File: src/rtl/pc_debug_pkg.sv
// pc_debug_pkg: constants and FSM state type shared by both ends of the debug serial link
package pc_debug_pkg;
    localparam int DBG_WORD_W = 32;
    localparam int DBG_CNT_W  = 5;
    typedef enum logic {IDLE, RECV} dbg_state_t;
endpackage

File: src/rtl/pc_debug_rx_if.sv
// pc_debug_rx_if: valid/ready read port carrying received debug words
// Signals: rd_valid (word available), rd_ready (consumer accepts), rd_data (head word).
// master = word source (receiver), slave = consumer.
interface pc_debug_rx_if;
    logic                              rd_valid;
    logic                              rd_ready;
    logic [pc_debug_pkg::DBG_WORD_W-1:0] rd_data;
    modport master (output rd_valid, output rd_data, input rd_ready);
    modport slave  (input rd_valid, input rd_data, output rd_ready);
endinterface

File: src/rtl/pc_debug_rx_fifo.sv
// dbg_rx_fifo: received-word FIFO that overwrites its oldest entry when pushed while full
// Ports: clk, rst_n (async active-low), clr (sync clear of pointers), push/wdata (write),
//        pop (consume head, ignored when empty), rdata (head word), full, empty,
//        ovf_pulse (a word was lost this cycle).
module dbg_rx_fifo
    import pc_debug_pkg::*;
#(
    parameter int DEPTH = 4
) (
    input  logic                  clk,
    input  logic                  rst_n,
    input  logic                  clr,
    input  logic                  push,
    input  logic                  pop,
    input  logic [DBG_WORD_W-1:0] wdata,
    output logic [DBG_WORD_W-1:0] rdata,
    output logic                  full,
    output logic                  empty,
    output logic                  ovf_pulse
);
    localparam int AW = $clog2(DEPTH);
    localparam logic [AW:0] ONE = 1;
    logic [AW:0]           wptr, rptr;
    logic [DBG_WORD_W-1:0] mem [DEPTH];
    logic                  do_pop, adv_r;
    assign empty = wptr == rptr;
    assign full  = (wptr[AW] != rptr[AW]) && (wptr[AW-1:0] == rptr[AW-1:0]);
    assign rdata = mem[rptr[AW-1:0]];
    assign do_pop = pop && !empty;
    // A push into a full FIFO lands on the oldest slot, so the read pointer must move too
    assign adv_r = do_pop || (push && full);
    assign ovf_pulse = push && full && !do_pop;
    always_ff @(posedge clk or negedge rst_n) begin
        if (!rst_n) begin
            wptr <= '0;
            rptr <= '0;
            for (int i = 0; i < DEPTH; i++) mem[i] <= '0;
        end else if (clr) begin
            wptr <= '0;
            rptr <= '0;
        end else begin
            if (push) mem[wptr[AW-1:0]] <= wdata;
            if (push) wptr <= wptr + ONE;
            if (adv_r) rptr <= rptr + ONE;
        end
    end
endmodule

File: src/rtl/pc_debug_rx.sv
// pc_debug_rx: debug serial receiver (start bit + 32 data bits MSB first) feeding a lossy FIFO
// Ports: clk, rst_n (async active-low), sleep (sync clear of FIFO, FSM, overflow),
//        debug_serial_in (line), rd (pc_debug_rx_if.master read port),
//        overflow (sticky word-lost flag), rx_busy (frame in progress),
//        frame_cnt (completed frames, wrapping).
// Build option: define PC_DEBUG_RX_SYNC_EN to insert a 2-flop input synchronizer.
module pc_debug_rx
    import pc_debug_pkg::*;
#(
    parameter int FIFO_DEPTH  = 4,
    parameter int FRAME_CNT_W = 16
) (
    input  logic                   clk,
    input  logic                   rst_n,
    input  logic                   sleep,
    input  logic                   debug_serial_in,
    pc_debug_rx_if.master          rd,
    output logic                   overflow,
    output logic                   rx_busy,
    output logic [FRAME_CNT_W-1:0] frame_cnt
);
    localparam logic [DBG_CNT_W-1:0]   CNT_ONE = 1;
    localparam logic [FRAME_CNT_W-1:0] FRM_ONE = 1;
    dbg_state_t            state;
    logic [DBG_CNT_W-1:0]  bit_cnt;
    logic [DBG_WORD_W-2:0] shift;
    logic                  line, push, pop, full, empty, ovf_pulse;
    logic [DBG_WORD_W-1:0] wdata;
`ifdef PC_DEBUG_RX_SYNC_EN
    logic [1:0] sync;
    always_ff @(posedge clk or negedge rst_n) begin
        if (!rst_n) sync <= '0;
        else sync <= {sync[0], debug_serial_in};
    end
    assign line = sync[1];
`else
    assign line = debug_serial_in;
`endif
    // Only the 31 earlier bits are stored; the final bit joins the word as it is pushed
    assign wdata = {shift, line};
    assign push = (state == RECV) && (bit_cnt == '1) && !sleep;
    assign pop = rd.rd_valid && rd.rd_ready;
    assign rd.rd_valid = !empty;
    assign rx_busy = state == RECV;
    always_ff @(posedge clk or negedge rst_n) begin
        if (!rst_n) begin
            state     <= IDLE;
            bit_cnt   <= '0;
            shift     <= '0;
            frame_cnt <= '0;
        end else if (sleep) begin
            state   <= IDLE;
            bit_cnt <= '0;
            shift   <= '0;
        end else if (state == IDLE) begin
            state   <= line ? RECV : IDLE;
            bit_cnt <= '0;
        end else begin
            shift   <= {shift[DBG_WORD_W-3:0], line};
            bit_cnt <= bit_cnt + CNT_ONE;
            if (bit_cnt == '1) begin
                state     <= IDLE;
                frame_cnt <= frame_cnt + FRM_ONE;
            end
        end
    end
    always_ff @(posedge clk or negedge rst_n) begin
        if (!rst_n) overflow <= 1'b0;
        else if (sleep) overflow <= 1'b0;
        else if (ovf_pulse && full) overflow <= 1'b1;
    end
    dbg_rx_fifo #(.DEPTH(FIFO_DEPTH)) u_fifo (
        .clk       (clk),
        .rst_n     (rst_n),
        .clr       (sleep),
        .push      (push),
        .pop       (pop),
        .wdata     (wdata),
        .rdata     (rd.rd_data),
        .full      (full),
        .empty     (empty),
        .ovf_pulse (ovf_pulse)
    );
endmodule

File: src/flat_wrapper.sv
// flat-port wrapper written by rule: the top's interface ports become plain ports
module pc_debug_rx_flat import pc_debug_pkg::*;
#(
    parameter int FIFO_DEPTH  = 4,
    parameter int FRAME_CNT_W = 16
)
  (clk, rst_n, sleep, debug_serial_in, overflow, rx_busy, frame_cnt, rd_rd_valid, rd_rd_data, rd_rd_ready);
  pc_debug_rx_if rd_i ();
  input  logic clk;
  input  logic rst_n;
  input  logic sleep;
  input  logic debug_serial_in;
  output logic overflow;
  output logic rx_busy;
  output logic [FRAME_CNT_W-1:0] frame_cnt;
  output wire logic [$bits(rd_i.rd_valid)-1:0] rd_rd_valid;
  output wire logic [$bits(rd_i.rd_data)-1:0] rd_rd_data;
  input wire logic [$bits(rd_i.rd_ready)-1:0] rd_rd_ready;
  assign rd_rd_valid = rd_i.rd_valid;
  assign rd_rd_data = rd_i.rd_data;
  assign rd_i.rd_ready = rd_rd_ready;
  pc_debug_rx #(.FIFO_DEPTH(FIFO_DEPTH), .FRAME_CNT_W(FRAME_CNT_W)) u_core (.clk(clk), .rst_n(rst_n), .sleep(sleep), .debug_serial_in(debug_serial_in), .rd(rd_i), .overflow(overflow), .rx_busy(rx_busy), .frame_cnt(frame_cnt));
endmodule
File: config.mk
export PLATFORM = sky130hd
export DESIGN_NAME = pc_debug_rx_flat
export DESIGN_NICKNAME = d
export VERILOG_FILES = /design/src/rtl/pc_debug_pkg.sv /design/src/rtl/pc_debug_rx_if.sv /design/src/rtl/pc_debug_rx_fifo.sv /design/src/rtl/pc_debug_rx.sv /design/src/flat_wrapper.sv
export SDC_FILE = /design/constraint.sdc
export NUM_CORES = 1
export LEC_CHECK = 0
export ABC_CLOCK_PERIOD_IN_PS = 2400
export BUFFER_PORTS_ARGS = -buffer_cell sky130_fd_sc_hd__buf_2
export CORE_MARGIN = 1.5
export CORE_UTILIZATION = 45
export CTS_CLUSTER_DIAMETER = 40
export DETAILED_ROUTE_END_ITERATION = 10
export GPL_TIMING_DRIVEN = 1
export PLACE_DENSITY_LB_ADDON = 0.12
export SETUP_SLACK_MARGIN = 0.3
export SLEW_MARGIN = 25
export SYNTH_ARGS = -nofsm -noshare
export SYNTH_HDL_FRONTEND = slang
export SYNTH_SLANG_ARGS = --single-unit
File: constraint.sdc
create_clock -name clk -period 2.4 [get_ports clk]
set_input_delay 0.24 -clock clk [delete_from_list [all_inputs] [get_ports clk]]
set_output_delay 0.24 -clock clk [all_outputs]
set_load 0.1 [all_outputs]
# --- After elaboration in Yosys (flattened, before gate mapping) ---
# Cells that the tools add are included.
# W data, S select, Z words.
totals:
  register_bits: 188
  latchBits: 0
  ram_bits: 0
  mem_bits_ro: 0
  in_bits: 5
  out_inout_bits: 51
  word_cells: 64
  mem_count: 0
classes:
  n_addsub: 4
  mul: 0
  div_mod_pow: 0
  n_lt_le_gt_ge: 3
  eq_ne: 4
  shifts: 0
  n_mux: 20
  bitwise_logic: 3
  reduce_logical: 19
ops:
  columns: ["cell", "n"]
  rows:
  - ["$bwmux W128", 1]
  - ["$mux W32", 3]
  - ["$bmux W32 S2", 1]
  - ["$demux W32 S2", 1]
  - ["$mux W31", 2]
  - ["$add A16 B1 Y16 const B", 1]
  - ["$mux W3", 4]
  - ["$mux W5", 2]
  - ["$logic_and A1 B1 Y1", 9]
  - ["$reduce_bool A2 Y1", 4]
  - ["$add A3 B1 Y3 const B", 2]
  - ["$ge A3 B3 Y1 const B", 2]
  - ["$mux W1", 6]
  - ["$not A2 Y3", 2]
  - ["$add A5 B1 Y5 const B", 1]
  - ["$eq A5 B5 Y1 const B", 1]
  - ["$eq A3 B3 Y1", 1]
  - ["$logic_not A1 Y1", 3]
  - ["$lt A3 B1 Y1 const B", 1]
  - ["$reduce_and A3 Y1", 1]
  - ["$eq A2 B2 Y1", 1]
  - ["$reduce_and A2 Y1", 1]
  - ["$logic_or A1 B1 Y1", 1]
  - ["$ne A1 B1 Y1", 1]
  - ["$not A1 Y1", 1]

# --- Depth between registers and ports, before layout ---
# Gate-level depths: netlist (run 1).
depth:
  depth_word: 9
  ltp_mapped: 8
  ltp_nobuf: 7

# --- By module ---
# Synthesis (run 1) repeated with hierarchy kept, for this count alone.
hier_totals:
  cells_unflattened: 543
  hier_area_um2: 8244.2
by_module_without_submodules:
  columns: ["mod", "n_inst", "cells_per_inst", "area_per_inst_um2", "seq_area_each_um2"]
  rows:
  - ["dbg_rx_fifo", 1, 353, 5980.7, 3353.2]
  - ["pc_debug_rx", 1, 190, 2263.4, 1351.3]

# --- Worst setup path after synthesis (run 1) ---
# No wires, ideal clock.
synth_path:
  path_type: "register to register"
  startpoint: "register u_core.state (netlist: u_core.rx_busy)"
  endpoint: "register u_core.u_fifo.rptr[2]"
  setup_ns: 0.128
  t_arrival_ns: 2.131
  required_time_ns: 2.272
  setup_slack_ns: 0.142
  path_stages_with_launch: 6
  n_path_buf: 1
  synth_period_minus_slack_ns: 2.258
  cell_sequence: "dfrtp_1 > buf_4 > nand3b_4 > o31a_1 > a211oi_2 > mux2_1"
synth_between:
  elab_chain_len: 5
synth_rtl:
  columns: ["item", "line", "rtl"]
  rows:
  - ["start, declared", "pc_debug_rx.sv:24", "dbg_state_t state;"]
  - ["start signal, assigned", "pc_debug_rx.sv:56", "state <= line ? RECV : IDLE;"]
  - ["$logic_and A1 B1 Y1 (2 in series)", "pc_debug_rx.sv:41", "assign push = (state == RECV) && (bit_cnt == '1) && !sleep;"]
  - ["$logic_and A1 B1 Y1", "pc_debug_rx_fifo.sv:31", "assign adv_r = do_pop || (push && full);"]
  - ["$logic_or A1 B1 Y1", "pc_debug_rx_fifo.sv:31", null]
  - ["$reduce_bool A2 Y1 (no source line)", null, null]
  - ["end signal, assigned", "pc_debug_rx_fifo.sv:44", "if (adv_r) rptr <= rptr + ONE;"]
  - ["end, declared", "pc_debug_rx_fifo.sv:23", "logic [AW:0] wptr, rptr;"]
# No other way between the ends.
# A chain may end at the register's enable or synchronous reset.

# --- Worst setup path in the final report (run 1) ---
layout_path:
  startpoint: "register u_core.u_fifo.rptr[0]"
  endpoint: "output port rd_rd_data[30]"
layout_between:
  elab_chain_len: 4
layout_rtl:
  columns: ["item", "line", "rtl"]
  rows:
  - ["$not A2 Y3 (not written as such)", "pc_debug_rx_fifo.sv:28", "assign rdata = mem[rptr[AW-1:0]];"]
  - ["$bmux W32 S2", "pc_debug_rx_fifo.sv:28", null]
  - ["$mux W32 (not written as such) (2 in series)", "pc_debug_rx_fifo.sv:28", null]
  - ["end, declared", "flat_wrapper.sv:17", "output wire logic [$bits(rd_i.rd_data)-1:0] rd_rd_data;"]
# No other way between the ends. The select of a mux whose other input is x is not followed.

==> summary.json, run 1 <==
{
  "detailed_routing": {
    "wl_um": 19500,
    "post_drt_wl_per_cell_um": 21.5,
    "dr_total_vias": 4754,
    "first_iter_violations": 301,
    "drt.antenna.violating_nets": 0,
    "via_density": 5.26,
    "drcViolationCount": 0,
    "drt_pre_antenna_iters": 5
  },
  "hold_path": {
    "timing.hold.worst.class": "primary input to flop",
    "worstHoldStart": "rd_rd_ready"
  },
  "synthesis": {
    "synthesis.area_mm2": 0.00887,
    "yosys_warnings": 0,
    "synthTopCellsByArea": "sky130_fd_sc_hd__dfrtp_1 (53%), sky130_fd_sc_hd__mux2_4 (20%), sky130_fd_sc_hd__mux4_2 (8.1%), sky130_fd_sc_hd__mux2i_1 (3.6%), sky130_fd_sc_hd__buf_12 (2.9%)",
    "postSynth.topFlopCell": "sky130_fd_sc_hd__dfrtp_1",
    "number_of_enable_flip_flop_cells_after_synthesis": 0,
    "post_synth_inst_count": 545,
    "count_of_state_elements_after_synthesis": 188,
    "mapped_avg_cell_area_um2": 16.3,
    "synth.distinct_cells": 37,
    "synthesis.nets": 558,
    "synth.largest_area_cell": "sky130_fd_sc_hd__dfrtp_1",
    "synth_sequential_area_ratio_pct": 53.0,
    "ys_async_sr_fraction_pct": 100,
    "synth_top_area_share_pct": 53.0
  },
  "worst_setup_path": {
    "critical_path.reg2reg.endpoint": "u_core.u_fifo.mem[111]",
    "critPathCapture": "rd_rd_data[30]",
    "worst_ep_required_time_ps": 2160,
    "crit_chain": "buf_12, buf_12, mux4_2, buf_12",
    "cp.depth": 4,
    "cpMostUsedCell": "sky130_fd_sc_hd__buf_12",
    "timing.critical_path.max_delay_family": "multiplexers",
    "setup.worst_path.end_class": "output port",
    "path_class": "flop to output port",
    "crit-reg2reg-launch": "u_core.bit_cnt[0]",
    "cp.arrival_ps": 1900,
    "critPathMaxFanout": 8,
    "r2r.worst_path.cells": 7,
    "critical_path.max_stage_delay_ps": 570,
    "setup.worst_path.start": "u_core.u_fifo.rptr[0]",
    "worstPathBufferInverterCount": 3,
    "timing.critical_path.from_type": "flop",
    "crit_slowest_cell": "sky130_fd_sc_hd__mux4_2",
    "r2r_setup_slack_ps": 320
  },
  "timing": {
    "setup_slack_ps": 257,
    "rsz0062_at_grt": "true",
    "worst-slew-pin-transition_ps": 895,
    "timing.hold.ws_ps": 44.7,
    "worst_clock_skew_ps": 9.22,
    "final-hold-violation-count": 0,
    "finalMaxSlewViolations": 0,
    "maxSlewHeadroom_pct": 40.3,
    "setup_tns_ps": 0,
    "finalSetupViolCount": 0,
    "finalCritPeriodShare_pct": 89.3,
    "max_freq_mhz": 467,
    "period_minus_slack_ps": 2140
  },
  "global_route": {
    "antenna_found_initial": 0,
    "global_route.overflow_total": 0,
    "grt_pass1_wl_um": 28600,
    "first_global_vias": 5024,
    "largest_net_degree_at_the_start_of_global_routing": 60,
    "grtUsageTotal_pct": 18.3
  },
  "clock_network": {
    "clock_tree.buffer_depth": 2,
    "cts.htree.levels": 4,
    "cts_tree": "done",
    "cts-root-buf": "sky130_fd_sc_hd__clkbuf_16",
    "cts_made_buffers": 17,
    "cts.sinks": 188,
    "clock_latency_ps": 420,
    "cts.clk_slew.worst_paths_ps": 60
  },
  "placement": {
    "place.gp.congestion": 0.716,
    "hpwlAfterDp_um": 9870,
    "dpl_worst_slack_ps": 154,
    "place.port_buffers": 55
  },
  "layout": {
    "fillerInstances": 1578,
    "area_of_the_multi_input_gates_mm2": 0.00404,
    "post_route_cells_drive_above_1_share_pct": 47.1,
    "register_area_mm2": 0.00471,
    "antenna-diode-count": 0,
    "layout-area-overhead-vs-synth_pct": 22.1,
    "design.final.nets": 644,
    "share_of_the_core_filled_with_cells_in_the_final_layout_pct": 55.8
  },
  "power": {
    "p_per_area_mw_per_mm2": 558,
    "p_leak_nw": 5.37,
    "power_mw": 6.04,
    "vdd.ir_drop.worst_v": 0.000431
  },
  "floorplanning": {
    "area_of_the_core_mm2": 0.0194,
    "row_count": 51,
    "chipWidth_um": 143,
    "die_h_um": 143,
    "top_level_ports": 56,
    "die-area_mm2": 0.0206,
    "start_util_pct": 45.7
  },
  "flow_run": {
    "count_of_maximum_capacitance_violations": 0
  },
  "run_status": {
    "run_status": "finished clean"
  }
}
## timing repair
| action | CTS | global route |
|---|---|---|
| hold endpoints to repair | 48 | 0 |
| buffers inserted | 3 | 7 |
| pin swaps | 5 | 6 |
| endpoints found under the setup margin | 162 | 152 |
| cloned | 1 | 17 |
| resized for setup | 1 | 20 |
| hold buffers | 1 | 0 |
## how the worst min path moves through the flow
| stage | end | slack (ps) | cells after the start |
|---|---|---|---|
| 3_5_place_dp | u_core.u_fifo.mem[104] | 230 | 1 |
| 6_report | u_core.overflow | 40 | 2 |
| 2_1_floorplan | u_core.bit_cnt[0] | -60 | 0 |
| 3_3_place_gp | u_core.u_fifo.mem[104] | 230 | 1 |
| 4_1_cts | u_core.overflow | 30 | 2 |
| 5_1_grt | u_core.overflow | 30 | 2 |
## cell families after synthesis
| logic type | Yosys count | synth area share (%) |
|---|---|---|
| xor+xnor | 22 | 2.17 |
| buf+inv | 37 | 4.25 |
| fa+ha+maj | 8 | 1.13 |
| simple gates | 90 | 5.56 |
| flops | 188 | 53.0 |
| compound gates | 6 | 0.550 |
| mux | 194 | 33.3 |
## cells in the final DEF, fill, tap and decap left out, drive strengths merged, types with 2 or more instances in the layout
cell / count
buf: 77
mux4: 32
inv: 9
xor2: 12
clkinvlp: 2
dfrtp: 188
nor3: 4
a21oi: 2
and3: 4
xnor2: 10
clkbuf: 26
mux2: 130
bufinv: 2
nand3: 6
mux2i: 32
nor2: 46
nand2: 31
clkinv: 2
nand2b: 3
ha: 8
nand4: 2
nor2b: 2
## Yosys cell counts, types with 2 or more instances
library cell               count
sky130_fd_sc_hd__dfrtp_1     188
sky130_fd_sc_hd__mux2_4      120
sky130_fd_sc_hd__nor2_1       46
sky130_fd_sc_hd__mux2i_1      32
sky130_fd_sc_hd__mux4_2       32
sky130_fd_sc_hd__nand2_1      15
sky130_fd_sc_hd__buf_12       13
sky130_fd_sc_hd__xor2_1       12
sky130_fd_sc_hd__xnor2_1      10
sky130_fd_sc_hd__mux2_2        9
sky130_fd_sc_hd__ha_1          8
sky130_fd_sc_hd__inv_1         8
sky130_fd_sc_hd__buf_2         6
sky130_fd_sc_hd__nand3_1       5
sky130_fd_sc_hd__and3_1        4
sky130_fd_sc_hd__clkbuf_1      4
sky130_fd_sc_hd__nand2_8       4
sky130_fd_sc_hd__buf_1         3
sky130_fd_sc_hd__nand2b_1      3
sky130_fd_sc_hd__nor3_1        3
sky130_fd_sc_hd__buf_6         2
sky130_fd_sc_hd__nand4_1       2
sky130_fd_sc_hd__nor2b_1       2
## through the flow
stage | cells | instance area (um2)
after floorplan | 545 | 8870
after global placement | 848 | 9780
after detailed placement | 848 | 9780
after CTS | 880 | 10400
after global routing | 904 | 10800
final | 904 | 10800
## worst reg2reg max path: stages (launching register included)
cell and delay [ps]:
sky130_fd_sc_hd__dfrtp_1 360, sky130_fd_sc_hd__ha_2 180, sky130_fd_sc_hd__and3_1 160, sky130_fd_sc_hd__ha_2 170
sky130_fd_sc_hd__and3b_2 310, sky130_fd_sc_hd__buf_12 230, sky130_fd_sc_hd__nand2_4 190, sky130_fd_sc_hd__mux2_4 370
## area by class of cell
type / count / area share [%]
clock inverter: 7 / 0.866
multi-input combinational: 332 / 37.3
sequential: 188 / 43.5
clock buffer: 20 / 4.22
timing repair buffer: 84 / 10.8
tap: 265 / 3.06
inverter: 8 / 0.277
## routing by layer
metal	share of wire (%)	track usage [%]	vias to the layer above	wire length [um]
li1	-	-	2111	-
met1	47	26.5	2507	9240
met2	47	28.1	113	9150
met3	3.6	4.00	23	701
met4	1.9	4.89	0	366
met5	0	0	-	0
## flip-flops by register name, summed over array words and instances (netlist names)
register / cells
u_core.rx_busy: 1
u_core.frame_cnt: 16
u_core.u_fifo.mem: 128
u_core.u_fifo.wptr: 3
u_core.u_fifo.rptr: 3
u_core.bit_cnt: 5
u_core.shift: 31
u_core.overflow: 1
## report_power, final
| group | switching, mW | internal (mW) | leakage (nW) | total, mW |
|---|---|---|---|---|
| clock | 1.15 | 1.56 | 0.266 | 2.72 |
| combinational | 0.113 | 0.0373 | 2.49 | 0.150 |
| sequential | 0.00599 | 3.17 | 2.61 | 3.18 |
Note: power is estimated with default switching activity, not from simulation.
==> run 2, diff against run 1 <==
--- a/config.mk
+++ b/config.mk
@@ -7,6 +7,7 @@
 export LEC_CHECK = 0
 export ABC_CLOCK_PERIOD_IN_PS = 2400
 export BUFFER_PORTS_ARGS = -buffer_cell sky130_fd_sc_hd__buf_2
+export CORE_ASPECT_RATIO = 0.9
 export CORE_MARGIN = 1.5
 export CORE_UTILIZATION = 45
 export CTS_CLUSTER_DIAMETER = 40
==> constraint.sdc (replaced) <==
create_clock -name clk -period 2.4 [get_ports clk]
set_input_delay 0.12 -clock clk [delete_from_list [all_inputs] [get_ports clk]]
set_output_delay 0.12 -clock clk [all_outputs]
set_load 0.1 [all_outputs]
==> summary.json, run 2 (synthesis results as in run 1) <==
{
  "timing": {
    "finalMaxSlewViolations": {"value": 0, "change": "unchanged"},
    "max_freq": {"value": 485, "unit": "MHz", "change": "was 467 MHz"},
    "setup_tns": {"value": 0, "unit": "ps", "change": "unchanged"},
    "maxSlewHeadroom": {"value": 65.1, "unit": "%", "change": "was 40.3%"},
    "rsz0062_at_grt": {"value": "true", "change": "unchanged"},
    "final-hold-violation-count": {"value": 0, "change": "unchanged"},
    "finalSetupViolCount": {"value": 0, "change": "unchanged"},
    "period_minus_slack": {"value": 2060, "unit": "ps", "change": "was 2140 ps"},
    "finalCritPeriodShare": {"value": 86.0, "unit": "%", "change": "was 89.3%"},
    "worst_clock_skew": {"value": 7.74, "unit": "ps", "change": "was 9.22 ps"},
    "setup_slack": {"value": 336, "unit": "ps", "change": "was 257 ps"},
    "worst-slew-pin-transition": {"value": 524, "unit": "ps", "change": "was 895 ps"}
  },
  "worst_setup_path": {
    "cp.arrival": {"value": 1940, "unit": "ps", "change": "was 1900 ps"},
    "path_class": {"value": "flop to output port", "change": "unchanged"},
    "worst_ep_required_time": {"value": 2280, "unit": "ps", "change": "was 2160 ps"},
    "setup.worst_path.end_class": {"value": "output port", "change": "unchanged"},
    "critPathMaxFanout": {"value": 9, "change": "was 8"},
    "timing.critical_path.from_type": {"value": "flop", "change": "unchanged"}
  },
  "detailed_routing": {
    "drcViolationCount": {"value": 0, "change": "unchanged"},
    "highest-signal-layer": {"value": "met4", "change": "unchanged"},
    "first_iter_violations": {"value": 259, "change": "was 301"},
    "wl": {"value": 18700, "unit": "um", "change": "was 19,500 um"},
    "via_density": {"value": 5.29, "change": "was 5.26"},
    "met3_length": {"value": 634, "unit": "um", "change": "was 701 um"},
    "wl_met2": {"value": 8810, "unit": "um", "change": "was 9150 um"},
    "wirelength_met1": {"value": 9090, "unit": "um", "change": "was 9240 um"},
    "dr_total_vias": {"value": 4781, "change": "was 4,754"},
    "drt.antenna.violating_nets": {"value": 0, "change": "unchanged"},
    "drt_pre_antenna_iters": {"value": 4, "change": "was 5"},
    "post_drt_wl_per_cell": {"value": 20.7, "unit": "um", "change": "was 21.5 um"}
  },
  "clock_network": {
    "cts_tree": {"value": "done", "change": "unchanged"},
    "cts.clk_slew.worst_paths": {"value": 70, "unit": "ps", "change": "was 60 ps"},
    "cts_made_buffers": {"value": 17, "change": "unchanged"},
    "cts.htree.levels": {"value": 4, "change": "unchanged"},
    "cts.sinks": {"value": 188, "change": "unchanged"},
    "cts-root-buf": {"value": "sky130_fd_sc_hd__clkbuf_16", "change": "unchanged"},
    "clock_tree.buffer_depth": {"value": 2, "change": "unchanged"},
    "clock_latency": {"value": 420, "unit": "ps", "change": "about the same"}
  },
  "floorplanning": {
    "start_util": {"value": 46.0, "unit": "%", "change": "was 45.7%"},
    "chipWidth": {"value": 151, "unit": "um", "change": "was 143 um"},
    "die-area": {"value": 0.0206, "unit": "mm2", "change": "about the same"},
    "die_h": {"value": 136, "unit": "um", "change": "was 143 um"},
    "row_count": {"value": 48, "change": "was 51"},
    "top_level_ports": {"value": 56, "change": "unchanged"},
    "area_of_the_core": {"value": 0.0193, "unit": "mm2", "change": "was 0.0194 mm2"}
  },
  "layout": {
    "layout-area-overhead-vs-synth": {"value": 22.8, "unit": "%", "change": "was 22.1%"},
    "registers.top_by_ff_count": {"value": "u_core.u_fifo.mem", "change": "unchanged"},
    "post_route_cells_drive_above_1_share": {"value": 48.2, "unit": "%", "change": "was 47.1%"},
    "post-route-cell-area": {"value": 0.0109, "unit": "mm2", "change": "was 0.0108 mm2"},
    "share_of_the_core_filled_with_cells_in_the_final_layout": {"value": 56.5, "unit": "%", "change": "was 55.8%"},
    "register_area": {"value": 0.00471, "unit": "mm2", "change": "unchanged"},
    "final_cell_mix": {"value": "sky130_fd_sc_hd__dfrtp_1 (184), sky130_fd_sc_hd__mux2_4 (120), sky130_fd_sc_hd__nor2_1 (46)", "change": "was sky130_fd_sc_hd__dfrtp_1 (184), sky130_fd_sc_hd__mux2_4 (120), sky130_fd_sc_hd__nor2_1 (45)"},
    "design.final.nets": {"value": 652, "change": "was 644"},
    "layout_top_registers": {"value": "u_core.u_fifo.mem: 128 flops, u_core.shift: 31 flops, u_core.frame_cnt: 16 flops", "change": "unchanged"},
    "most_common_cell_after_layout_fill_and_taps_aside": {"value": "sky130_fd_sc_hd__dfrtp_1", "change": "unchanged"},
    "layoutNonFillerInstCount": {"value": 903, "change": "was 904"},
    "area_of_the_multi_input_gates": {"value": 0.00390, "unit": "mm2", "change": "was 0.00404 mm2"},
    "fillerInstances": {"value": 1485, "change": "was 1,578"},
    "largest_reg_flops": {"value": 128, "change": "unchanged"}
  },
  "placement": {
    "place_inst": {"value": 842, "change": "was 848"},
    "place_area": {"value": 0.00985, "unit": "mm2", "change": "was 0.00978 mm2"},
    "place.gp.congestion": {"value": 0.766, "change": "was 0.716"},
    "dpl_worst_slack": {"value": 116, "unit": "ps", "change": "was 154 ps"},
    "place.port_buffers": {"value": 55, "change": "unchanged"},
    "hpwlAfterDp": {"value": 10700, "unit": "um", "change": "was 9870 um"}
  },
  "global_route": {
    "antenna_found_initial": {"value": 1, "change": "was 0"},
    "first_global_vias": {"value": 5134, "change": "was 5,024"},
    "grtUsageTotal": {"value": 19.2, "unit": "%", "change": "was 18.3%"},
    "largest_net_degree_at_the_start_of_global_routing": {"value": 81, "change": "was 60"},
    "grt_pass1_wl": {"value": 29500, "unit": "um", "change": "was 28,600 um"},
    "global_route.overflow_total": {"value": 0, "change": "unchanged"}
  },
  "hold_path": {
    "timing.hold.worst.class": {"value": "primary input to flop", "change": "unchanged"}
  },
  "power": {
    "p_leak": {"value": 5.52, "unit": "nW", "change": "was 5.37 nW"},
    "p_per_area": {"value": 591, "unit": "mW/mm2", "change": "was 558 mW/mm2"},
    "vdd.ir_drop.worst": {"value": 0.000419, "unit": "V", "change": "was 0.000431 V"}
  },
  "run_status": {
    "run_status": {"value": "finished clean", "change": "unchanged"}
  },
  "flow_run": {
    "count_of_maximum_capacitance_violations": {"value": 0, "change": "unchanged"}
  }
}
==> run 2: cell count changes in the layout (fill, tap and decap cells not counted), moves of 2 or more <==
cell                        delta
sky130_fd_sc_hd__nor3_1        -2
sky130_fd_sc_hd__buf_4        +13
sky130_fd_sc_hd__nand2_8       -9
sky130_fd_sc_hd__bufinv_16     +3
sky130_fd_sc_hd__buf_12        +2
sky130_fd_sc_hd__clkbuf_16     -2
sky130_fd_sc_hd__buf_6         +2
==> run 2: worst paths after layout <==
path                                  startpoint  slack, ps               endpoint  cells after the start
setup / recovery           u_core.u_fifo.rptr[0]        340         rd_rd_data[29]                      3
hold / removal                   debug_serial_in         40  u_core.u_fifo.mem[64]                      2
setup reg to reg               u_core.bit_cnt[1]        350  u_core.u_fifo.mem[91]                      8
hold reg to reg             u_core.frame_cnt[15]        470   u_core.frame_cnt[15]                      1
max in group asynchronous                  rst_n       1380       u_core.shift[12]                      3
min in group asynchronous                  rst_n        210   u_core.frame_cnt[14]                      2
==> run 2: layer usage <==
metal  vias to the layer above  global-route usage [%]
li1                       2135                       -
met1                      2555                    27.4
met2                        85                    29.9
met3                         6                    4.66
met4                         0                    4.10
met5                         -                       0
==> run 2: cell type report <==
cell class | count | share of cell area (%)
flip-flops and latches | 188 | 43.3
multi-input cells | 324 | 35.8
repair buffers | 100 | 11.8
clock buffers | 21 | 4.23
well taps | 250 | 2.87
clock inverters | 11 | 1.73
inverters | 8 | 0.276
diodes | 1 | 0.0230
==> run 2: critical path: stages (launching register included) <==
cell and delay [ps]:
sky130_fd_sc_hd__dfrtp_4 540, sky130_fd_sc_hd__buf_4 200, sky130_fd_sc_hd__mux4_2 570, sky130_fd_sc_hd__buf_12 200
==> run 2: what timing repair did <==
item	4_1_cts	5_1_grt
setup buffers	19	0
hold buffers	2	0
pin swaps	6	5
gates resized for setup	9	10
endpoints found under the hold margin	51	0
cloned	3	4
endpoints found under the setup margin	152	86
==> run 2: where the power goes <==
group	leakage (nW)	internal [mW]	total, mW	switching, mW
clock network	0.313	1.91	3.10	1.20
logic	2.59	0.0369	0.154	0.117
registers	2.61	3.17	3.18	0.00457
==> run 2: per-stage QoR <==
stage                     hold slack (ps)  power, mW
final                                44.3       6.43
after floorplan                      -176       3.29
after detailed placement              114       3.39
after CTS                            30.0       6.50
after global placement                109       3.39
after global routing                 36.4       6.65
